[config.mk]
export PLATFORM = sky130hd
export DESIGN_NAME = weight_stream_mux
export DESIGN_NICKNAME = d
export VERILOG_FILES = /design/src/rtl/weight_stream_mux.sv
export SDC_FILE = /design/constraint.sdc
export NUM_CORES = 1
export LEC_CHECK = 0
export BUFFER_PORTS_ARGS = -buffer_cell sky130_fd_sc_hd__buf_2
export CAP_MARGIN = 20
export CORE_MARGIN = 5
export CORE_UTILIZATION = 59
export CTS_BUF_LIST = sky130_fd_sc_hd__clkbuf_16
export DETAILED_ROUTE_END_ITERATION = 6
export GPL_ROUTABILITY_DRIVEN = 0
export PLACE_DENSITY = 0.88
export SETUP_SLACK_MARGIN = 0.5
export SYNTH_ARGS = -nofsm -noshare
export SYNTH_HDL_FRONTEND = slang
export SYNTH_SLANG_ARGS = --single-unit
[constraint.sdc]
create_clock -name clk -period 9.48 [get_ports clk]
set_input_delay 0.474 -clock clk [delete_from_list [all_inputs] [get_ports clk]]
set_output_delay 0.474 -clock clk [all_outputs]
set_load 0.02 [all_outputs]
[src/rtl/weight_stream_mux.sv]
// Weight bank plus run sequencer: streams Count consecutive weights (wrapping
// modulo NUM_WEIGHTS) from Start_Addr through a registered valid/ready port.
module weight_stream_mux #(
  parameter int WGT_WIDTH   = 8,
  parameter int NUM_WEIGHTS = 50,
  parameter int SEL_WIDTH   = $clog2(NUM_WEIGHTS),
  parameter int CNT_WIDTH   = SEL_WIDTH + 1
) (
  input  logic                 clk,
  input  logic                 reset,
  input  logic                 Load_En,
  input  logic [SEL_WIDTH-1:0] Load_Addr,
  input  logic [WGT_WIDTH-1:0] Load_Data,
  input  logic                 Start,
  input  logic [SEL_WIDTH-1:0] Start_Addr,
  input  logic [CNT_WIDTH-1:0] Count,
  output logic                 Busy,
  output logic [WGT_WIDTH-1:0] Selected_Weight,
  output logic                 Out_Valid,
  input  logic                 Out_Ready,
  output logic                 Done
);

  typedef enum logic {IDLE, RUN} state_t;

  localparam logic [SEL_WIDTH:0]   NUM_W   = NUM_WEIGHTS[SEL_WIDTH:0];
  localparam logic [SEL_WIDTH:0]   ONE_P   = {{SEL_WIDTH{1'b0}}, 1'b1};
  localparam logic [CNT_WIDTH-1:0] ONE_C   = {{(CNT_WIDTH-1){1'b0}}, 1'b1};

  state_t               state_q, state_d;
  logic [WGT_WIDTH-1:0] bank_q [NUM_WEIGHTS];
  logic [SEL_WIDTH-1:0] ptr_q, ptr_d, ptr_nxt, fetch_addr;
  logic [SEL_WIDTH:0]   ptr_inc, ptr_wrap;
  logic [CNT_WIDTH-1:0] rem_q, rem_d;
  logic [WGT_WIDTH-1:0] wgt_q, wgt_d, fetch_data;
  logic                 vld_q, vld_d, done_q, done_d;

  // 2^SEL_WIDTH < 2*NUM_WEIGHTS, so one conditional subtract covers every ptr,
  // including out-of-range start addresses.
  assign ptr_inc  = {1'b0, ptr_q} + ONE_P;
  assign ptr_wrap = ptr_inc - NUM_W;
  assign ptr_nxt  = (ptr_inc >= NUM_W) ? ptr_wrap[SEL_WIDTH-1:0] : ptr_inc[SEL_WIDTH-1:0];

  // Bank is read from its current register contents, so same-cycle writes are
  // not visible to the fetch.
  assign fetch_addr = (state_q == IDLE) ? Start_Addr : ptr_nxt;
  assign fetch_data = ({1'b0, fetch_addr} < NUM_W) ? bank_q[fetch_addr] : '0;

  always_ff @(posedge clk) begin
    if (reset) begin
      for (int i = 0; i < NUM_WEIGHTS; i++) bank_q[i] <= '0;
    end else if (Load_En && ({1'b0, Load_Addr} < NUM_W)) begin
      bank_q[Load_Addr] <= Load_Data;
    end
  end

  always_comb begin
    state_d = state_q;
    ptr_d   = ptr_q;
    rem_d   = rem_q;
    wgt_d   = wgt_q;
    vld_d   = vld_q;
    done_d  = 1'b0;
    case (state_q)
      IDLE: begin
        if (Start) begin
          if (Count == '0) begin
            done_d = 1'b1;
          end else begin
            state_d = RUN;
            ptr_d   = Start_Addr;
            rem_d   = Count;
            wgt_d   = fetch_data;
            vld_d   = 1'b1;
          end
        end
      end
      RUN: begin
        if (vld_q && Out_Ready) begin
          rem_d = rem_q - ONE_C;
          if (rem_q != ONE_C) begin
            ptr_d = ptr_nxt;
            wgt_d = fetch_data;
          end else begin
            vld_d   = 1'b0;
            done_d  = 1'b1;
            state_d = IDLE;
          end
        end
      end
      default: state_d = IDLE;
    endcase
  end

  always_ff @(posedge clk) begin
    if (reset) begin
      state_q <= IDLE;
      ptr_q   <= '0;
      rem_q   <= '0;
      wgt_q   <= '0;
      vld_q   <= 1'b0;
      done_q  <= 1'b0;
    end else begin
      state_q <= state_d;
      ptr_q   <= ptr_d;
      rem_q   <= rem_d;
      wgt_q   <= wgt_d;
      vld_q   <= vld_d;
      done_q  <= done_d;
    end
  end

  assign Busy            = (state_q == RUN);
  assign Selected_Weight = wgt_q;
  assign Out_Valid       = vld_q;
  assign Done            = done_q;

endmodule

==> results of run 1 <==
state kept, by name, indices dropped and copies added, names as in the netlist:
name,flops
Selected_Weight,8
ptr_q,6
Busy,1
Done,1
bank_q,400
Out_Valid,1
rem_q,7
worst register-to-register path, cell delays in order, from the launching register on:
cell and delay, ns:
dfxtp_1 0.57, ha_1 0.50, ha_1 0.33, inv_1 0.09, a21oi_1 0.07, a32oi_2 0.64, mux2_2 0.54, nand2_2 0.46
buf_12 0.30, mux4_2 0.36, o22ai_1 0.23, o31a_1 0.20, o221ai_1 0.12
cell type report:
class / count / area share
clock buffers: 44 / 0.0484
repair buffers: 57 / 0.0163
inverters: 8 / 0.00132
flip-flops and latches: 424 / 0.549
well taps: 461 / 0.0253
clock inverters: 35 / 0.0101
multi-input cells: 1246 / 0.350
diodes: 1 / 0.000110
logic make-up after synthesis:
logic type                 Yosys count
AOI/OAI and AO/OA                  169
xor gates and xnor gates             4
adders and majority gates            5
buffers and inverters              129
and+or+nand+nor                    938
muxes                              130
DFF                                424
where the power goes:
part	total, mW	switching, mW	leakage (nW)	internal (mW)
registers	2.20	0.0537	4.00	2.15
clock network	1.62	0.721	0.706	0.900
logic	0.575	0.392	3.75	0.183
total	4.40	1.17	8.46	3.23
metal layers:
| layer | routed length (um) | global-route usage | vias to the layer above | share of wire |
|---|---|---|---|---|
| met5 | 0 | 0 | - | 0 |
| met2 | 25400 | 0.434 | 1141 | 0.45 |
| met3 | 7860 | 0.0779 | 246 | 0.14 |
| met4 | 2980 | 0.118 | 0 | 0.053 |
| li1 | - | - | 6417 | - |
| met1 | 20400 | 0.384 | 7185 | 0.36 |
layout by cell type, fill, tap and decap left out, types with 5 or more instances in the layout:
master       n
nand2_1    205
o221ai_1     6
buf_2       42
nand4_1     12
nand3_1    117
a31oi_1      9
a21oi_1     18
nand2b_1     7
inv_1       21
a211oi_1    11
nor2b_1      7
o21ai_0     21
and3_1      18
o22ai_1     13
o211ai_1    11
edfxtp_1   400
buf_4       11
or2_2       53
clkinv_2     9
mux2i_1    103
clkbuf_16   44
and2_1     410
ha_1         5
mux2_2       7
nor3_1      10
o31a_1      10
a22oi_1      7
nor2_1      80
mux4_2      17
a32oi_1     11
dfxtp_1     24
through the flow:
step                 util  power (mW)
finish              0.643        4.40
global route        0.643        4.50
CTS                 0.642        4.35
detailed placement  0.604        2.78
global placement    0.603        2.76
floorplan               -        2.58
worst paths after layout:
kind / from / to / slack [ns] / cells past startpoint
worst max-delay path: ptr_q[0]$_SDFFE_PP0P_ / Selected_Weight[7]$_SDFFE_PP0P_ / 4.95 / 12
worst min-delay path: Start / Done$_SDFF_PP0_ / 0.20 / 3
worst max register to register: ptr_q[0]$_SDFFE_PP0P_ / Selected_Weight[7]$_SDFFE_PP0P_ / 4.95 / 12
worst min register to register: rem_q[1]$_SDFFE_PP0P_ / rem_q[1]$_SDFFE_PP0P_ / 0.54 / 2
==> out/results.tsv, run 1 <==
metric	value	unit
criticalPathCategory	flop to flop	
nFillCells	2490	
num_vias	15000	
synth_nets	1836	
min_period	4.53	ns
hold-worst-slack	0.204	ns
synth_seq_area_share	0.595	
tightest_slew	1.18	ns
clock_latency	0.55	ns
setup_viol_count_final	0	
fin_area	22800	um^2
drive_gt1_frac	0.118	
antenna_found_initial	0	
p_leak	8.46	nW
synthTopCellsByArea	edfxtp_1 57%, and2_1 12%, mux2i_1 5.0%	
fmax	221	MHz
crit_chain	ha_1 -> ha_1 -> inv_1 -> a21oi_1 -> a32oi_2 -> mux2_2 -> nand2_2 -> buf_12 -> mux4_2 -> o22ai_1 -> o31a_1 -> o221ai_1	
rsz0062_at_grt	false	
syn_area_per_cell	11.7	um^2
min_path_type	input port to flop	
grt_pass1_wl	85100	um
multi_input_area	7970	um^2
max_stage_delay	0.64	ns
ys_top_cells_by_count	410 x and2_1, 400 x edfxtp_1, 205 x nand2_1	
synth.most_common_cell	and2_1	
dieArea	39500	um^2
yosysTopAreaCell	edfxtp_1	
syn_to_final_growth	8.43	%
dpl.cell_count	2193	
detail_route.first_pass.iterations	7	
timing.final.ws_setup	4.95	ns
slowest_stage	a32oi_2	
critPathLaunchType	flop	
synthArstFlopShare	0	
synthMuxAreaShare	0.0732	
wirelength	56600	um
synth_ff_type	edfxtp_1	
synth-simple-area-share	0.240	
ctsLongestPathBuffers	3	
drtAntennaViolNets	0	
crit_fanout	40	
synth.distinct_cells	77	
crit_family	compound AO/OA/AOI/OAI gates	
grt-ovfl-total	0	
min_period_over_period	0.478	
critPathBufInv	2	
synth_top_cell_area_share	0.572	
netlist_instances	1799	
clk_pin_slew	0.06	ns
instances_no_fill	2276	
drc_errors	0	
ioPinCount	43	
grt_use_total	0.282	
vdd_drop_max	0.000170	V
synth-compound-area-share	0.0608	
via_per_inst	6.59	
status	finished clean	
grt_start_max_net_pins	155	
setup_tns	0	ns
coreArea	35400	um^2
worstPathArrival	4.94	ns
initialDrtViolationCount	2403	
initial_utilization	0.593	
slew_viol_final	0	
die_w	199	um
root_buffer	clkbuf_16	
yosysWarningCount	0	
power_per_cell_area	193	nW/um^2
die_h	199	um
synth_area	21000	um^2
cp_data_required_time	9.90	ns
path_common_cell	ha_1	
rows	69	
hpwlAfterDp	35300	um
postPlaceCellArea	21400	um^2
slew_headroom	0.214	
ctsHoldBuffers	0	
hold_viol	0	
portBuffers	42	
ff_latch_area	12500	um^2
cts_tree	done	
cts_buffers	43	
htree_levels	2	
postCtsSetupRepairBufs	0	
synthXorXnorAreaFrac	0.00167	
pre_cts_ws	4.86	ns
maxCapViolations	0	
wl_per_cell	24.9	um
synth-adder-area-share	0.00298	
skew	0.0151	ns
synth_top_family_by_area	simple AND/OR/NAND/NOR gates	
fin_nets	1817	
synth_edf_count	400	
end_kind	flop	
cts.sinks	424	
ys_ff_latch	424	
grt_pass1_vias	14400	
post_cts_resized	0	
No activity file was read; power rests on OpenSTA's default activity.
==> inputs of run 2 (changes only) <==
==> constraint.sdc (replaced) <==
create_clock -name clk -period 4.25 [get_ports clk]
set_input_delay 0.2125 -clock clk [delete_from_list [all_inputs] [get_ports clk]]
set_output_delay 0.2125 -clock clk [all_outputs]
set_load 0.02 [all_outputs]
==> out/results.tsv, run 2 (synthesis results as in run 1) <==
metric	value	unit
status	finished with violations	
violations	DRC	
cts.sinks	424	
dpl.cell_count	2210	
clock_latency	0.55	ns
root_buffer	clkbuf_16	
end_kind	flop	
die_h	199	um
syn_to_final_growth	9.85	%
min_period	3.69	ns
power_per_cell_area	417	nW/um^2
vdd_drop_max	0.000365	V
path_common_cell	o211ai_1	
worstRegToRegCells	12	
mostFrequentLayoutCell	and2_1	
grt_pass1_wl	84600	um
grt_use_total	0.278	
rows	69	
max_stage_delay	0.65	ns
critPathLaunchType	flop	
num_vias	15100	
slew_viol_final	0	
pre_cts_ws	0.232	ns
largest_register	bank_q	
ctsLongestPathBuffers	3	
final_util	0.652	
ioPinCount	43	
grt_start_max_net_pins	66	
slew_headroom	0.238	
wl_per_cell	24.4	um
clk_pin_slew	0.06	ns
grt-ovfl-total	0	
antenna_cells	0	
cts_tree	done	
final_cell_mix	410 x and2_1, 400 x edfxtp_1, 204 x nand2_1	
drtAntennaViolNets	0	
criticalPathCategory	flop to flop	
tightest_slew	1.14	ns
wirelength	56500	um
min_period_over_period	0.869	
drive_gt1_frac	0.135	
min_path_type	input port to flop	
worstPathArrival	4.12	ns
setup_tns	0	ns
hpwlAfterDp	36000	um
die_w	199	um
antenna_found_initial	3	
skew	0.0160	ns
grt_pass1_vias	14500	
initialDrtViolationCount	2378	
dieArea	39500	um^2
timing.final.ws_setup	0.557	ns
maxCapViolations	0	
hold_depth	4	
coreArea	35400	um^2
fin_nets	1855	
detail_route.first_pass.iterations	7	
crit_fanout	11	
initial_utilization	0.593	
p_leak	8.63	nW
rsz0062_at_grt	false	
htree_levels	2	
drc_errors	23	
fmax	271	MHz
via_per_inst	6.52	
cp_data_required_time	4.67	ns
setup_viol_count_final	0	
crit_chain	inv_1 -> ha_1 -> ha_2 -> and3_1 -> o21ai_0 -> o211ai_2 -> buf_4 -> o211ai_1 -> nor4_1 -> a31oi_1 -> nand4_1 -> o211ai_1	
instances_no_fill	2310	
slowest_stage	o211ai_2	
cts_buffers	43	
hold_viol	0	
hold-worst-slack	0.0107	ns
portBuffers	42	
largest_register_ffs	400	
==> run 2: changes by cell type in the layout (fill, tap and decap cells not counted), sizes merged <==
cell | before | now
buf | 57 | 91
bufinv | 2 | 0
clkinvlp | 2 | 1
diode | 1 | 0
dlygate4sd3 | 0 | 2
inv | 23 | 24
mux2i | 105 | 106
==> run 2: worst paths after layout <==
kind | from | end | slack, ns
hold / removal | Count[3] | Done$_SDFF_PP0_ | 0.01
setup reg to reg | ptr_q[1]$_SDFFE_PP0P_ | Selected_Weight[5]$_SDFFE_PP0P_ | 0.56
hold reg to reg | rem_q[1]$_SDFFE_PP0P_ | rem_q[1]$_SDFFE_PP0P_ | 0.54
setup / recovery | ptr_q[1]$_SDFFE_PP0P_ | Selected_Weight[5]$_SDFFE_PP0P_ | 0.56
==> run 2: repair_timing <==
action,CTS,global route
hold buffers,2,0
pin swaps,2,6
gates resized for setup,3,12
hold endpoints to repair,2,0
cloned,0,2
buffers inserted,3,15
setup endpoints to repair,8,8
==> run 2: through the flow <==
step / cell area (um^2) / power (mW)
floorplan: 21000 / 5.76
global placement: 21600 / 6.15
detailed placement: 21600 / 6.20
CTS: 22800 / 9.51
global route: 23100 / 9.87
finish: 23100 / 9.62
==> run 2: critical path, delay by kind of cell, from the launching register on <==
kind	cells	cell delay, ns
flops	1	0.42
fa+ha+maj	2	0.51
compound gates	5	1.38
buf+inv	2	0.43
simple gates	3	0.84
==> run 2: final cells by class <==
cell class              count  area (um^2)
repair buffers             94          718
clock inverters            33          143
fillers                  2437        12300
multi-input cells        1247         8030
inverters                   8         30.0
clock buffers              43         1080
well taps                 461          577
flip-flops and latches    424        12500
==> run 2: per-layer routing <==
layer / track usage / routed length (um) / vias to the layer above
li1: - / - / 6469
met1: 0.369 / 19500 / 7180
met2: 0.434 / 25900 / 1165
met3: 0.0799 / 7990 / 245
met4: 0.121 / 3100 / 4
met5: 0 / 23 / -
==> run 2: report_power, final <==
part	leakage (nW)	total [mW]	internal, mW	switching (mW)
registers	4.00	4.92	4.79	0.127
logic	3.97	1.32	0.459	0.858
clock network	0.658	3.39	1.83	1.56
